## src/rtl/add_chk_pkg.sv

```systemverilog
// Shared types and helpers for the adder stimulus/response checker:
// FSM states, the Galois LFSR step and the fixed corner-vector table.
package add_chk_pkg;

  typedef enum logic [1:0] {
    ST_IDLE,
    ST_RUN,
    ST_DRAIN,
    ST_DONE
  } chk_state_e;

  // Right-shifting Galois form of the x^32+x^22+x^2+x+1 polynomial
  localparam logic [31:0] LFSR_TAPS = 32'h8020_0003;

  function automatic logic [31:0] lfsr_step(input logic [31:0] s);
    return {1'b0, s[31:1]} ^ (s[0] ? LFSR_TAPS : 32'h0);
  endfunction

  // Returns {a, b}, each right-aligned in a 32-bit half and masked to width.
  function automatic logic [63:0] corner_pair(input logic [1:0] idx, input int unsigned width);
    logic [31:0] m;
    m = (width >= 32) ? 32'hFFFF_FFFF : ((32'h1 << width) - 32'h1);
    case (idx)
      2'd0:    return 64'h0;
      2'd1:    return {m, 32'h1};
      2'd2:    return {m, m};
      default: return {32'hAAAA_AAAA & m, 32'h5555_5555 & m};
    endcase
  endfunction

endpackage

```

## src/rtl/lfsr32.sv

```systemverilog
// 32-bit Galois LFSR with seed load and advance enable; load+advance
// together yields the state one step past the seed.
module lfsr32
  import add_chk_pkg::*;
#(
  parameter logic [31:0] SEED = 32'h0000_0001
) (
  input  logic        clk,
  input  logic        rst,
  input  logic        load,
  input  logic        advance,
  output logic [31:0] state
);

  logic [31:0] state_q;
  logic [31:0] state_d;

  always_comb begin
    state_d = state_q;
    if (load && advance) begin
      state_d = lfsr_step(SEED);
    end else if (load) begin
      state_d = SEED;
    end else if (advance) begin
      state_d = lfsr_step(state_q);
    end
  end

  always_ff @(posedge clk) begin
    if (rst) begin
      state_q <= SEED;
    end else begin
      state_q <= state_d;
    end
  end

  assign state = state_q;

endmodule

```

## config.mk

```make
export PLATFORM = sky130hd
export DESIGN_NAME = lfsr32
export DESIGN_NICKNAME = d
export VERILOG_FILES = /design/src/rtl/add_chk_pkg.sv /design/src/rtl/lfsr32.sv
export SDC_FILE = /design/constraint.sdc
export NUM_CORES = 1
export LEC_CHECK = 0
export ABC_AREA = 1
export CAP_MARGIN = 20
export CORE_MARGIN = 4
export CORE_UTILIZATION = 55
export CTS_CLUSTER_SIZE = 14
export DETAILED_ROUTE_END_ITERATION = 7
export DONT_BUFFER_PORTS = 1
export PLACE_DENSITY = 0.7
export SLEW_MARGIN = 15
export SYNTH_ARGS = -nofsm -noshare
export SYNTH_HDL_FRONTEND = slang
export SYNTH_SLANG_ARGS = --single-unit
```

## constraint.sdc

```tcl
create_clock -name clk -period 1.8 [get_ports clk]
set_clock_uncertainty 0.2 [all_clocks]
set_input_delay 0.27 -clock clk [delete_from_list [all_inputs] [get_ports clk]]
set_output_delay 0.27 -clock clk [all_outputs]
set_load 0.05 [all_outputs]
```

# After elaboration in Yosys (flattened, before gate mapping)
# Index checks and enable logic that the tools add are counted.
[word_totals] ff_bits=32 wordCells=10
[op_classes] reduce_logical=3 n_bitwise=1 mux=4
[ops] op="32-bit 2-to-1 mux" count=4
[ops] op="31-bit by 32-bit XOR with 32-bit output" count=1
[ops] op="3-bit nonzero test" count=1
[ops] op="3-bit OR reduction" count=1
[ops] op="1-bit logical AND" count=1

# Longest topological paths before layout
# Gate-level depths: netlist of run 1.
[logic_depth] word_depth=5 depth_mapped=5

# Worst setup path before layout of run 1
# No wires, ideal clock.
[synth_path] path_type="flip-flop to flip-flop" from="reg state_q[0], in the netlist state[0]" to="reg state_q[21], in the netlist state[21]" t_arrival_ps=1069 stages_incl_launch_ff=5 n_path_buf=0 required_time_ps=1530 period_less_slack_ps=1339 path_slack_ps=461 path_cell_list="dfxtp_1 > inv_1 > nand2_1 > nand3_1 > a21oi_1"
[synth_between] elab_chain_len=5
[synth_lines] item="start: declaration" line_no="lfsr32.sv:15" text="logic [31:0] state_q;"
[synth_lines] item="start signal: assignment" line_no="lfsr32.sv:33" text="state_q <= state_d;"
[synth_lines] item="32-bit 2-to-1 mux" line_no="add_chk_pkg.sv:16" text="return {1'b0, s[31:1]} ^ (s[0] ? LFSR_TAPS : 32'h0);"
[synth_lines] item="31-bit by 32-bit XOR with 32-bit output" line_no="add_chk_pkg.sv:16"
[synth_lines] item="32-bit 2-to-1 mux" line_no="lfsr32.sv:24" text="end else if (advance) begin"
[synth_lines] item="32-bit 2-to-1 mux" line_no="lfsr32.sv:22" text="end else if (load) begin"
[synth_lines] item="32-bit 2-to-1 mux" line_no="lfsr32.sv:20" text="if (load && advance) begin"
# Every way passes these cells. The select of a mux whose other input is x is not followed.
# A chain may end at the register's enable or synchronous reset.

# Worst setup path in the final report of run 1
[layout_path] from="in load" to="reg state_q[21], in the netlist state[21]"
[layout_between] elab_chain_len=2 elab_cells_between_ends=4 cone_classes="2 x mux; 2 x reduce/logical"
[layout_lines] item="start: declaration" line_no="lfsr32.sv:10" text="input logic load,"
[layout_lines] item="32-bit 2-to-1 mux / 1-bit logical AND (equally long branches)" line_no="lfsr32.sv:22, lfsr32.sv:20"
[layout_lines] item="32-bit 2-to-1 mux / 3-bit nonzero test (equally long branches)"
# Several ways; a longest one is shown, not always the timed one.

==> metrics.cfg, run 1 <==
[status]
status=finished, final reports clean

[final_layout]
syn_to_final_growth_pct=8.28
final_cell_area_mm2=0.00137
fillers=202
diodes=0
drive_gt1_share_pct=22.2
nNetsFinal=161
largest_reg_flops=32

[setup_path]
path_buf_inv=2
path_class=primary input to flip-flop
slowest_stage=dlygate4sd3_1
worst_setup_path_start_kind=primary input
worstPathMaxFanout=3
crit_family=buffers and inverters
worst_path_largest_cell_delay_ns=0.61
path_cells=dlygate4sd3_1 > nor2_2 > a21oi_1 > a21oi_1 > dlygate4sd3_1
cp-end-kind=flip-flop
crit_arrival_ns=1.83
required_ns=1.86

[clocking]
cts-root-buf=clkbuf_4
post_cts_buffers=0
clock_latency_ns=0.31
cts_sinks=32
cts_made_buffers=5
clkTransAtPathRegs_ns=0.09
cts_max_level=2
cts_tree=yes
clk_path_buf_depth=2

[drt]
vias_per_cell=5.44
drc=0
avgRoutedWirePerCell_um=13.8
drtAntennaViolNets=0
wirelength_mm=2.56
vias=1011
drtIter0Drc=30
first_pass_iters=4

[global_routing]
grt_pass1_vias=943
grt_max_degree=35
grt.total_usage_pct=16.6
grt_pass1_wl_mm=4.21
antenna_found_initial=0
globalRouteOverflowTotal=0

[synthesis]
seq_area_frac_synth_pct=50.5
netlist_area_mm2=0.00127
yosysWarnings=0
synth_edf_count=0
synth.distinct_cells=13
ys.flop_type=dfxtp_1
syn_area_per_cell_um2=8.46
synth_top_area_share_pct=50.5
syn_inst=150
yosysMostFrequentCell=nand2_1
yosys.area.top_type=dfxtp_1
ys_async_sr_fraction_pct=0
synthTopCellsByCount=64 x nand2_1, 32 x dfxtp_1, 20 x a21oi_2
synth.area.top_cells=dfxtp_1 50%, nand2_1 19%, a21oi_2 14%, a21oi_1 5.1%, buf_6 3.6%
ys_ff_latch=32
syn_nets=154

[pwr]
swShare_pct=24.7
p_clk_share_pct=33.8
comb_power_share_pct=6.0
p_leak_nw=0.429
powerDensity_mw_per_mm2=899
vdd_drop_max_v=0.000478
p_seq_share_pct=60.2
switching_power_mw=0.305
internal_power_mw=0.930

[placed_design]
dp_hpwl_mm=1.60
placed_area_mm2=0.00125
gp_congestion=0.704
portBuffers=0

[die]
core_mm2=0.00221
fp.dieW_um=56.0
rows=17
ios=36
initial_core_util_pct=57.4
die_h_um=56.0
dieArea_mm2=0.00314

[timing]
setup_viol=0
hold_viol_final=0
fin_crit_ns=1.77
fin_setup_tns_ns=0
clock.fmax_mhz=564
drv_slew=0
rsz0062_at_grt=no
period_share_pct=98.5
worstMarginPinSlew_ns=0.575
slew_headroom_pct=61.6

[run]
cap_violations=0

[worst_hold_path]
hold_class=primary input to flip-flop

-- layer usage --
metal | GRT usage [%] | part of all wire [%] | wire, um | vias up
li1 | - | - | - | 494
met1 | 18.4 | 42 | 1070 | 477
met2 | 27.4 | 48 | 1230 | 35
met3 | 8.58 | 9.0 | 231 | 5
met4 | 5.08 | 0.98 | 25 | 0
met5 | 0 | 0 | 0 | -
-- cell type report --
| cell class | count | area (um2) | share of cell area, % |
|---|---|---|---|
| multi-input cells | 104 | 523 | 38.1 |
| inverters | 6 | 32.5 | 2.37 |
| flip-flops and latches | 32 | 642 | 46.7 |
| well taps | 28 | 35.0 | 2.55 |
| clock buffers | 8 | 58.8 | 4.28 |
| repair buffers | 8 | 82.6 | 6.01 |
-- power by group through the flow --
stage	clock, mW	combinational (mW)	sequential (mW)
2_1_floorplan	0	0.0596	0.760
3_3_place_gp	0	0.0451	0.759
3_5_place_dp	0	0.0464	0.760
4_1_cts	0.426	0.0724	0.743
5_1_grt	0.466	0.0802	0.745
6_report	0.418	0.0737	0.744
-- cells in the final DEF (no fill, tap or decap) --
master         count
clkbuf_4           5
clkbuf_8           1
buf_4              3
buf_12             1
dfxtp_1           31
nor2_4             1
o21ai_1            1
dlygate4sd3_1      4
clkbuf_1           2
nor2_2             1
nand3_1            4
nand2_1           64
a21oi_2           20
inv_4              1
dfxtp_2            1
a21oi_1           13
inv_1              4
inv_8              1
-- worst register-to-register path: cells and delay by family (launching register included) --
kind / cells / cell delay [ns]
AO/OA/AOI/OAI: 1 / 0.15
flip-flops: 1 / 0.32
buffers and inverters: 3 / 0.83
AND/OR/NAND/NOR: 2 / 0.12
-- kinds of logic after synthesis --
| logic type | Yosys count | synth area share (%) |
|---|---|---|
| AO/OA/AOI/OAI | 34 | 19.3 |
| buffers and inverters | 14 | 8.48 |
| flip-flops | 32 | 50.5 |
| AND/OR/NAND/NOR | 70 | 21.7 |
-- per-stage QoR --
| step | std cells | setup WS, ns | utilization [%] | power [mW] | hold WS (ns) |
|---|---|---|---|---|---|
| final | 186 | 0.0271 | 62.1 | 1.24 | 0.0436 |
| after global routing | 186 | 0.000493 | 62.1 | 1.29 | 0.0561 |
| after CTS | 186 | 0.0450 | 61.9 | 1.24 | 0.0269 |
| after detailed placement | 173 | 0.562 | 56.6 | 0.806 | 0.144 |
| after global placement | 173 | 0.593 | 56.6 | 0.804 | 0.143 |
| after floorplan | 150 | 0.461 | - | 0.820 | 0.139 |
-- final timing paths --
check / start / to / slack, ns / cells after the start
worst max-delay path: load / state[21] / 0.03 / 5
worst min-delay path: advance / state[1] / 0.04 / 4
worst max register to register: state[22] / state[21] / 0.13 / 6
worst min register to register: state[0] / state[0] / 0.38 / 2
-- repair_timing --
item	CTS	global route
resized for setup	0	2
setup endpoints to repair	0	1
hold buffers	5	0
hold endpoints to repair	32	0
Power figures use the tool's default switching activity.
==> inputs of run 2 (changes only) <==
CAP_MARGIN = 0   (was 20)
CORE_UTILIZATION = 50   (was 55)
DONT_BUFFER_PORTS = unset   (was 1)
PLACE_DENSITY = 0.83   (was 0.7)
SLEW_MARGIN = unset   (was 15)
==> metrics.cfg, run 2 (synthesis results as in run 1) <==
[status]
status=finished, final reports clean

[timing]
clock.fmax_mhz=678  ; +20%
worst_slack_ns=0.325  ; +0.298 ns
hold_viol_final=0  ; unchanged
period_share_pct=81.9  ; -17 points
drv_slew=0  ; unchanged
slew_headroom_pct=74.2  ; +13 points
rsz0062_at_grt=no
fin_crit_ns=1.47  ; -0.298 ns
worstMarginPinSlew_ns=0.386  ; -0.189 ns
fin_setup_tns_ns=0  ; unchanged
setup_viol=0  ; unchanged

[setup_path]
worst_path_largest_cell_delay_ns=0.44  ; -0.17 ns
crit_arrival_ns=1.00  ; -0.83 ns
worst_setup_path_start_kind=flip-flop
path_cells=buf_4
slowest_stage=dfxtp_1
cp-end-kind=primary output
crit_family=flip-flops
path_class=flip-flop to primary output
path_buf_inv=1  ; -1
worstPathMaxFanout=6  ; +3
required_ns=1.33  ; -0.53 ns
ff2ff_setup_slack_ns=0.70  ; +0.57 ns

[final_layout]
fillers=211  ; +4.5%
drive_gt1_share_pct=33.3  ; +11 points
final_cell_mix=64 x nand2_1, 32 x buf_4, 32 x dfxtp_1
final_common_cell=nand2_1
diodes=0  ; unchanged
final_cell_area_mm2=0.00158  ; +15%
nNetsFinal=189  ; +17%
syn_to_final_growth_pct=24.4
largest_reg_flops=32  ; unchanged

[placed_design]
dp_hpwl_mm=1.69  ; +5.4%
portBuffers=35  ; +35
pre_cts_ws_ns=0.144  ; -0.417 ns
gp_congestion=0.667  ; -5.2%
placed_area_mm2=0.00152  ; +21%

[drt]
drc=0  ; unchanged
wl_met1_mm=1.11  ; +3.5%
vias_per_cell=4.99  ; -8.3%
avgRoutedWirePerCell_um=11.6  ; -16%
wirelength_mm=2.48  ; -3.2%
met2_length_mm=1.14  ; -7.9%
drtAntennaViolNets=0  ; unchanged
wl_met3_um=198  ; -14%
first_pass_iters=4  ; unchanged
drtIter0Drc=14  ; -53%
vias=1067  ; +5.5%
routed.top_layer=met4

[die]
core_mm2=0.00232  ; +4.8%
fp.dieW_um=58.4  ; +4.2%
dieArea_mm2=0.00341  ; +8.5%
rows=17  ; unchanged
ios=36  ; unchanged
initial_core_util_pct=54.7  ; -2.6 points
die_h_um=58.4  ; +4.2%

[global_routing]
grt_max_degree=37  ; +5.7%
antenna_found_initial=0  ; unchanged
globalRouteOverflowTotal=0  ; unchanged
grt_pass1_wl_mm=4.14  ; -1.6%
grt.total_usage_pct=15.7  ; -0.87 points
grt_pass1_vias=964  ; +2.2%

[clocking]
cts_max_level=2  ; unchanged
cts-resized-gates=0  ; unchanged
post_cts_buffers=0  ; unchanged
cts_sinks=32  ; unchanged
clkTransAtPathRegs_ns=0.09  ; about the same
cts_tree=yes
cts_made_buffers=5  ; unchanged
hold_buffers=0  ; -5
clock_latency_ns=0.32  ; about the same
clk_path_buf_depth=2  ; unchanged
cts-root-buf=clkbuf_4

[pwr]
powerDensity_mw_per_mm2=789  ; -12%
vdd_drop_max_v=0.000609  ; +27%
p_leak_nw=0.580  ; +35%

[run]
cap_violations=0  ; unchanged

[worst_hold_path]
hold_class=flip-flop to flip-flop

-- run 2: cell types whose count changed in the layout (fill, tap and decap cells not counted), sizes merged --
cell	before	now
buf	4	33
clkdlybuf4s50	0	3
dlygate4sd3	4	0
-- run 2: final timing paths --
check,start,to,cells after the start
setup reg to reg,state[0],state[1],4
hold reg to reg,state[19],state[19],2
hold / removal,state[19],state[19],2
setup / recovery,state[0],state[0],1
-- run 2: power by group --
part	internal, mW	switching [mW]
registers	0.714	0.00633
clock network	0.193	0.228
logic	0.0292	0.0745
-- run 2: routing by layer --
metal	vias up	global-route usage [%]
met3	6	7.02
met5	-	0
met4	0	4.97
met2	25	25.8
li1	546	-
met1	490	18.2
-- run 2: through the flow --
stage | cells | hold slack (ns) | power, mW | util [%]
final | 214 | 0.287 | 1.24 | 68.1
after global routing | 214 | 0.305 | 1.29 | 68.1
after CTS | 214 | 0.288 | 1.25 | 68.1
after detailed placement | 206 | 0.272 | 0.841 | 65.5
after global placement | 206 | 0.267 | 0.839 | 65.5
after floorplan | 150 | 0.139 | 0.820 | -
-- run 2: final cells by class --
type                            instances  area (um2)  share of cell area [%]
Clock buffer                            8        58.8                    3.73
Inverter                                6        32.5                    2.06
Multi-Input combinational cell        104         520                    33.0
Sequential cell                        32         641                    40.6
Tap cell                               28        35.0                    2.22
Timing Repair Buffer                   36         290                    18.4
==> inputs of run 3 (changes only) <==
CORE_UTILIZATION = 46   (was 50)
PLACE_DENSITY = 0.77   (was 0.83)
clock period = 1.48 ns   (was 1.8 ns; I/O delays follow)
==> metrics.cfg, run 3 (synthesis results as in run 1) <==
[setup_path]
slowest_stage=dfxtp_1
worstPathMaxFanout=4  ; -2
path_class=flip-flop to primary output
crit_family=flip-flops
crit_arrival_ns=0.95  ; -0.05 ns
path_buf_inv=1  ; unchanged
required_ns=1.06  ; -0.27 ns
cp-end-kind=primary output
worst_setup_path_start_kind=flip-flop
worst_path_largest_cell_delay_ns=0.46  ; +0.02 ns
path_cells=buf_12

[clocking]
cts_made_buffers=5  ; unchanged
cts-root-buf=clkbuf_4
clk_path_buf_depth=2  ; unchanged
clock_latency_ns=0.33  ; about the same
clkTransAtPathRegs_ns=0.10  ; about the same
hold_buffers=0  ; unchanged
cts_tree=yes
cts_sinks=32  ; unchanged
cts_max_level=2  ; unchanged

[final_layout]
drive_gt1_share_pct=36.3  ; +3.0 points
nNetsFinal=193  ; +2.1%
final_cell_mix=64 x nand2_1, 35 x buf_12, 31 x dfxtp_1
final_common_cell=nand2_1
largest_reg_flops=32  ; unchanged
syn_to_final_growth_pct=63.4
diodes=0  ; unchanged
instances_no_fill=220  ; +2.8%

[timing]
drv_slew=0  ; unchanged
clock.fmax_mhz=726
rsz0062_at_grt=no
hold_viol_final=0  ; unchanged
slew_headroom_pct=72.9  ; -1.4 points
worst_slack_ns=0.103  ; -0.222 ns
fin_crit_ns=1.38
worstMarginPinSlew_ns=0.407  ; +0.0207 ns
period_share_pct=93.0
setup_viol=0  ; unchanged

[worst_hold_path]
hold_class=flip-flop to flip-flop

[pwr]
powerDensity_mw_per_mm2=867  ; +10%
p_leak_nw=0.720  ; +24%
vdd_drop_max_v=0.000855  ; +40%

[placed_design]
dp_hpwl_mm=2.09  ; +23%
portBuffers=35  ; unchanged
pre_cts_ws_ns=-0.118  ; -0.263 ns
placed_cells_incl_taps=212  ; +2.9%
gp_congestion=0.696  ; +4.2%

[status]
status=finished, final reports clean

[drt]
vias_per_cell=5.29  ; +6.0%
avgRoutedWirePerCell_um=14.1  ; +21%
drc=0  ; unchanged
drtAntennaViolNets=0  ; unchanged
wirelength_mm=3.09  ; +25%
vias=1163  ; +9.0%
drtIter0Drc=41  ; +27
first_pass_iters=4  ; unchanged

[die]
core_mm2=0.00254  ; +9.8%
ios=36  ; unchanged
fp.dieW_um=60.5  ; +3.7%
rows=18  ; +1
die_h_um=60.5  ; +3.7%
dieArea_mm2=0.00366  ; +7.5%
initial_core_util_pct=49.9  ; -4.9 points

[global_routing]
grt_pass1_wl_mm=5.21  ; +26%
globalRouteOverflowTotal=0  ; unchanged
grt_max_degree=29  ; -22%
grt.total_usage_pct=19.3  ; +3.6 points
grt_pass1_vias=1149  ; +19%
antenna_found_initial=0  ; unchanged

[run]
cap_violations=0  ; unchanged

[run 3: per-stage QoR]
stage                     util (%)  instance area [um2]  hold WS (ns)  setup TNS (ns)  total power, mW
final                         81.5                 2070         0.324               0             1.80
after global routing          81.5                 2070         0.346               0             1.86
after CTS                     81.4                 2070         0.326               0             1.80
after detailed placement      77.7                 1980         0.311           -2.00             1.07
after global placement        77.7                 1980         0.304          -0.731             1.06
after floorplan                  -                 1270        0.0911               0            0.997
[run 3: where the power goes]
| part | switching, mW | internal, mW | total [mW] |
|---|---|---|---|
| logic | 0.0971 | 0.0689 | 0.166 |
| registers | 0.0130 | 0.869 | 0.882 |
| clock network | 0.301 | 0.448 | 0.750 |
[run 3: timing repair]
item / in CTS / in global routing
setup endpoints to repair: 0 / 1
buffers inserted: 0 / 0
gates resized for setup: 0 / 1
hold endpoints to repair: 0 / 0
[run 3: metal layers]
metal / track usage (%) / vias up / share of wire [%] / wire, um
li1: - / 554 / - / -
met2: 29.9 / 49 / 51 / 1560
met4: 9.91 / 0 / 2.7 / 85
met5: 0 / - / 0 / 0
met1: 23.6 / 547 / 40 / 1240
met3: 6.81 / 13 / 6.4 / 198
[run 3: cell type report]
type | instances | area [um2]
Fill cell | 146 | 472
Multi-Input combinational cell | 104 | 520
Tap cell | 30 | 37.5
Sequential cell | 32 | 642
Inverter | 6 | 32.5
Clock buffer | 7 | 65.1
Timing Repair Buffer | 40 | 746
Clock inverter | 1 | 30.0
[run 3: path summary, 6_finish.rpt]
| path | end | slack (ns) | from | cells after the start |
|---|---|---|---|---|
| max | state[22] | 0.10 | state[22] | 1 |
| max reg2reg | state[21] | 0.38 | state[0] | 4 |
| min | state[25] | 0.32 | state[25] | 2 |
| min reg2reg | state[25] | 0.32 | state[25] | 2 |
